===== src/rtl/multicycle_ctrl_pkg.sv =====
// Shared types for the multicycle controller: FSM states, opcode map and ALU control codes.
package multicycle_ctrl_pkg;

  typedef enum logic [3:0] {
    S_IDLE   = 4'd0,
    S_FETCH  = 4'd1,
    S_DECODE = 4'd2,
    S_MEMADR = 4'd3,
    S_MEMRD  = 4'd4,
    S_MEMWB  = 4'd5,
    S_MEMWR  = 4'd6,
    S_EXEC   = 4'd7,
    S_ALUWB  = 4'd8,
    S_BRANCH = 4'd9,
    S_ADDIEX = 4'd10,
    S_ADDIWB = 4'd11,
    S_JUMP   = 4'd12,
    S_TRAP   = 4'd13
  } state_t;

  localparam logic [2:0] OP_RTYPE = 3'b000;
  localparam logic [2:0] OP_LW    = 3'b001;
  localparam logic [2:0] OP_SW    = 3'b010;
  localparam logic [2:0] OP_BEQ   = 3'b011;
  localparam logic [2:0] OP_ADDI  = 3'b100;
  localparam logic [2:0] OP_J     = 3'b101;
  localparam logic [2:0] OP_BNE   = 3'b110;

  typedef enum logic [1:0] {
    AOP_ADD   = 2'd0,
    AOP_SUB   = 2'd1,
    AOP_FUNCT = 2'd2
  } aluop_t;

  localparam logic [3:0] ALU_ADD = 4'h0;
  localparam logic [3:0] ALU_SUB = 4'h1;

endpackage


===== src/rtl/mc_aludec.sv =====
// ALU control decode: fixed ADD/SUB for address and compare work, raw funct for R-type.
module mc_aludec
  import multicycle_ctrl_pkg::*;
#(
  parameter int FW  = 4,
  parameter int ACW = 4
) (
  input  aluop_t         aluop_i,
  input  logic [FW-1:0]  funct_i,
  output logic [ACW-1:0] alucontrol_o
);

  // R-type passes funct straight through, so FW and ACW must match.
  always_comb begin
    case (aluop_i)
      AOP_SUB:   alucontrol_o = ACW'(ALU_SUB);
      AOP_FUNCT: alucontrol_o = ACW'(funct_i);
      default:   alucontrol_o = ACW'(ALU_ADD);
    endcase
  end

endmodule


===== src/rtl/multicycle_controller.sv =====
// Multicycle MIPS-16 controller: Moore FSM with memory handshake, BNE, illegal-op trap and retire counter.
module multicycle_controller
  import multicycle_ctrl_pkg::*;
#(
  parameter int OPW  = 3,
  parameter int FW   = 4,
  parameter int ACW  = 4,
  parameter int CNTW = 16
) (
  input  logic            clk,
  input  logic            reset,
  input  logic [OPW-1:0]  op,
  input  logic [FW-1:0]   funct,
  input  logic            zero,
  input  logic            mem_ready,
  output logic            mem_req,
  output logic            iord,
  output logic            memwrite,
  output logic            irwrite,
  output logic            pcen,
  output logic [1:0]      pcsrc,
  output logic            alusrca,
  output logic [1:0]      alusrcb,
  output logic [ACW-1:0]  alucontrol,
  output logic            regdst,
  output logic            memtoreg,
  output logic            regwrite,
  output logic            instr_done,
  output logic            illegal_op,
  output logic [CNTW-1:0] retired
);

  state_t            state_q, state_d;
  logic              bne_q;
  logic [CNTW-1:0]   retired_q;
  aluop_t            aluop;

  mc_aludec #(.FW(FW), .ACW(ACW)) u_aludec (
    .aluop_i      (aluop),
    .funct_i      (funct),
    .alucontrol_o (alucontrol)
  );

  assign retired = retired_q;

  always_comb begin
    state_d    = state_q;
    mem_req    = 1'b0;
    iord       = 1'b0;
    memwrite   = 1'b0;
    irwrite    = 1'b0;
    pcen       = 1'b0;
    pcsrc      = 2'b00;
    alusrca    = 1'b0;
    alusrcb    = 2'b00;
    aluop      = AOP_ADD;
    regdst     = 1'b0;
    memtoreg   = 1'b0;
    regwrite   = 1'b0;
    instr_done = 1'b0;
    illegal_op = 1'b0;
    case (state_q)
      S_IDLE: state_d = S_FETCH;
      S_FETCH: begin
        mem_req = 1'b1;
        alusrcb = 2'b01;
        irwrite = mem_ready;
        pcen    = mem_ready;
        if (mem_ready) state_d = S_DECODE;
      end
      S_DECODE: begin
        alusrcb = 2'b11;
        case (op)
          OPW'(OP_RTYPE): state_d = S_EXEC;
          OPW'(OP_LW),
          OPW'(OP_SW):    state_d = S_MEMADR;
          OPW'(OP_BEQ),
          OPW'(OP_BNE):   state_d = S_BRANCH;
          OPW'(OP_ADDI):  state_d = S_ADDIEX;
          OPW'(OP_J):     state_d = S_JUMP;
          default:        state_d = S_TRAP;
        endcase
      end
      S_MEMADR: begin
        alusrca = 1'b1;
        alusrcb = 2'b10;
        state_d = (op == OPW'(OP_SW)) ? S_MEMWR : S_MEMRD;
      end
      S_MEMRD: begin
        mem_req = 1'b1;
        iord    = 1'b1;
        if (mem_ready) state_d = S_MEMWB;
      end
      S_MEMWB: begin
        memtoreg   = 1'b1;
        regwrite   = 1'b1;
        instr_done = 1'b1;
        state_d    = S_FETCH;
      end
      S_MEMWR: begin
        mem_req    = 1'b1;
        memwrite   = 1'b1;
        iord       = 1'b1;
        instr_done = mem_ready;
        if (mem_ready) state_d = S_FETCH;
      end
      S_EXEC: begin
        alusrca = 1'b1;
        aluop   = AOP_FUNCT;
        state_d = S_ALUWB;
      end
      S_ALUWB: begin
        regdst     = 1'b1;
        regwrite   = 1'b1;
        instr_done = 1'b1;
        state_d    = S_FETCH;
      end
      S_BRANCH: begin
        alusrca    = 1'b1;
        aluop      = AOP_SUB;
        pcsrc      = 2'b01;
        pcen       = bne_q ? ~zero : zero;
        instr_done = 1'b1;
        state_d    = S_FETCH;
      end
      S_ADDIEX: begin
        alusrca = 1'b1;
        alusrcb = 2'b10;
        state_d = S_ADDIWB;
      end
      S_ADDIWB: begin
        regwrite   = 1'b1;
        instr_done = 1'b1;
        state_d    = S_FETCH;
      end
      S_JUMP: begin
        pcsrc      = 2'b10;
        pcen       = 1'b1;
        instr_done = 1'b1;
        state_d    = S_FETCH;
      end
      S_TRAP: begin
        illegal_op = 1'b1;
        state_d    = S_TRAP;
      end
      // Corrupted state encodings park in TRAP rather than running off.
      default: state_d = S_TRAP;
    endcase
  end

  // Branch sense is latched in DECODE so BRANCH does not depend on op staying valid.
  always_ff @(posedge clk or negedge reset) begin
    if (!reset) begin
      state_q   <= S_IDLE;
      bne_q     <= 1'b0;
      retired_q <= '0;
    end else begin
      state_q <= state_d;
      if (state_q == S_DECODE) bne_q <= (op == OPW'(OP_BNE));
      if (instr_done) retired_q <= retired_q + CNTW'(1);
    end
  end

endmodule


===== config.mk =====
export PLATFORM = sky130hd
export DESIGN_NAME = multicycle_controller
export DESIGN_NICKNAME = d
export VERILOG_FILES = /design/src/rtl/multicycle_ctrl_pkg.sv /design/src/rtl/mc_aludec.sv /design/src/rtl/multicycle_controller.sv
export SDC_FILE = /design/constraint.sdc
export NUM_CORES = 1
export LEC_CHECK = 0
export BUFFER_PORTS_ARGS = -buffer_cell sky130_fd_sc_hd__buf_2
export CORE_MARGIN = 3
export CORE_UTILIZATION = 27
export CTS_BUF_LIST = sky130_fd_sc_hd__clkbuf_8 sky130_fd_sc_hd__clkbuf_16
export DETAILED_ROUTE_END_ITERATION = 6
export GPL_TIMING_DRIVEN = 0
export SLEW_MARGIN = 0
export SYNTH_ARGS = -nofsm -noshare
export SYNTH_HDL_FRONTEND = slang
export SYNTH_SLANG_ARGS = --single-unit

===== constraint.sdc =====
create_clock -name clk -period 2.6 [get_ports clk]
set_input_delay 0.13 -clock clk [delete_from_list [all_inputs] [get_ports clk]]
set_output_delay 0.13 -clock clk [all_outputs]
set_load 0.01 [all_outputs]

==> flow_summary_export.csv <==
group,metric,value,unit
place,placed_area,0.00164,mm²
clocking,cts_inserted_buffers,3,
sta,grt_setup_unrepaired,"false",
power,power,0.00154,W
sta,drv_slew,0,
synth,synth_top_cells_by_area,"dfrtp_1, xor2_1, xnor2_1, nand2_1, nor2_1",
setup_path,critical_path.startpoint,"state_q[1]",
clocking,cts_buffer_depth,2,
sta,timing.final.ws_setup,0.355,ns
place,portBuffers,45,
clocking,cts.sinks,21,
synth,yosysTopAreaCellShare,39.5,%
die,fp.coreArea,0.00456,mm²
routing,drt_iter0_drc,48,
sta,worst_slew_pin_slew,0.490,ns
synth,synth_area_leader_cell,"dfrtp_1",
clocking,cts_root_buffer,"clkbuf_8",
sta,clock_skew,0.00588,ns
clocking,h-tree-depth,1,
hold_path,min_path_type,"in2reg",
synth,synth_cells,149,
die,io_pins,46,
synth,syn_area_per_cell,8.93,µm²
die,die_h,76.2,µm
grt,grt_start_max_net_pins,22,
place,pre_cts_ws,0.396,ns
routing,drt-pass1-iter-count,4,
power,ir_drop,0.319,mV
synth,ys_warn_count,0,
sta,finalCritPeriodShare,86.3,%
synth,async_flop_share,100,%
grt,grt_overflow,0,
hold_path,worstHoldStart,"mem_ready",
sta,max_freq,445,MHz
synth,synth_area,0.00133,mm²
cells_and_area,areaGrowthSynthToFinish,27.3,%
synth,synth_nets,163,
routing,post-route-drc-count,0,
setup_path,start_kind,"flip-flop",
sta,slew_headroom,67.2,%
sta,fin_setup_tns,0,ns
synth,synth_top_flop_cell,"dfrtp_1",
setup_path,r2r_setup_slack,0.39,ns
clocking,clkLatencyLatePin,0.26,ns
cells_and_area,diodes,0,
synth,ys_ff_latch,21,
synth,synth.most_common_cell,"dfrtp_1",
cells_and_area,fin_cells,264,
routing,via_per_inst,4.61,
cells_and_area,drive_gt1_share,28.1,%
clocking,cts_tree,"done",
routing,wirelength,3070,µm
setup_path,cp_data_arrival_time,2.12,ns
power,power_density,907,mW/mm²
synth,synthTopCellsByCount,"dfrtp_1, nand2_1, nor2_1, xor2_1, a21oi_1",
die,initial_core_util,29.1,%
synth,yosysUniqueCellTypes,36,
grt,grt_pass1_wl,5500,µm
grt,grtUsageTotal,11.0,%
setup_path,crit_type,"reg2out",
run_status,outcome,"finished clean",
routing,vias,1217,
power,leakage,0.897,nW
setup_path,crit_path_end_kind,"output pin",
setup_path,crit-reg2reg-capture,"retired[8]",
die,die_area,0.00580,mm²
setup_path,cp_max_fo,10,
sta,setup_viol,0,
place,dp_hpwl,2380,µm
place,dp.cells,259,
cells_and_area,layout.nets,214,
place,gp_congestion,0.810,
die,rows,24,
job,cap_viol_max_count,0,
grt,antenna_found_initial,0,
setup_path,reg2regPathDepth,7,
clocking,post-cts-setup-buffers,0,
clocking,clk_pin_slew,0.08,ns
routing,avgRoutedWirePerCell,11.6,µm
sta,hold_violations,0,
sta,period_needed,2.25,ns
routing,final_antenna_net_count,0,
die,fp.dieW,76.2,µm
synth,yosysSeqAreaShare,39.5,%
setup_path,reg2reg_from,"state_q[3]",
setup_path,endpoint,"alucontrol[0]",
synth,synth-edff-count,0,
grt,first_global_vias,1228,
setup_path,crit_required,2.47,ns
cells_and_area,final_area,0.00169,mm²
==> area by class of cell <==
type / count / area, µm²
Timing Repair Buffer: 46 / 235
Inverter: 5 / 18.8
Clock inverter: 1 / 5.00
Sequential cell: 21 / 526
Tap cell: 65 / 81.3
Multi-Input combinational cell: 117 / 748
Buffer: 6 / 37.5
Fill cell: 504 / 2870
Clock buffer: 3 / 41.3
==> timing repair <==
item                                   in CTS  in global routing
hold buffers                                1                  0
endpoints found under the hold margin      21                  0
gates resized for setup                     0                  0
==> how the worst min path moves through the flow <==
stage | endpoint | cells past startpoint
floorplan | bne_q | 0
global placement | retired[10] | 1
detailed placement | retired[9] | 1
CTS | state_q[1] | 2
global route | state_q[1] | 2
finish | state_q[1] | 2
==> state kept, by name (all words and copies together), names as in the netlist <==
register / flops
retired: 16
state_q: 4
bne_q: 1
==> stage by stage <==
stage | hold WS, ns | util (%)
after floorplan | -0.166 | -
after detailed placement | 0.117 | 35.9
after global routing | 0.199 | 37.1
final | 0.183 | 37.1
after CTS | 0.187 | 37.1
after global placement | 0.107 | 35.9
==> report_power, final <==
group	internal (W)	switching [W]
Clock	0.000107	0.000108
Combinational	0.000360	0.000458
Sequential	0.000405	0.0000981
Total	0.000871	0.000665
==> logic make-up (layout without fill, tap and decap cells) <==
| logic type | after synthesis | count (layout) | share of synthesized area [%] |
|---|---|---|---|
| xor gates and xnor gates | 16 | 16 | 11.1 |
| adders and majority gates | 3 | 3 | 2.82 |
| AOI/OAI and AO/OA | 26 | 26 | 12.4 |
| muxes | 1 | 1 | 0.847 |
| buffers and inverters | 11 | 61 | 4.23 |
| and+or+nand+nor | 71 | 71 | 29.1 |
| DFF | 21 | 21 | 39.5 |
==> layout by cell type (no fill, tap or decap), types with 2 or more instances in the layout <==
master	count
nand4_1	2
o21ai_0	6
xnor2_1	6
clkbuf_1	4
nor3_1	6
inv_1	5
dfrtp_1	21
clkbuf_8	3
nand2b_1	7
and2_1	4
a211oi_1	2
nand2_1	13
a21oi_1	8
buf_2	45
nor2_1	13
nor2b_1	7
xor2_1	9
or3b_1	2
ha_1	3
a21o_1	2
nand3_1	6
and3_1	6
buf_6	2
==> metal layers <==
layer	share of wire, %	up-vias	GRT usage (%)
met5	0	-	0
met4	0.39	0	2.54
met3	4.8	2	2.01
met2	45	34	18.2
met1	50	567	14.8
li1	-	614	-
==> critical path, cell delays in order (launching register included) <==
cell	delay, ns
dfrtp_1	0.45
clkbuf_1	0.24
inv_1	0.15
nand2_1	0.10
nor2_1	0.29
inv_1	0.08
ha_1	0.24
a21oi_1	0.15
nor2_1	0.05
buf_2	0.13
Power figures use the tool's default switching activity.
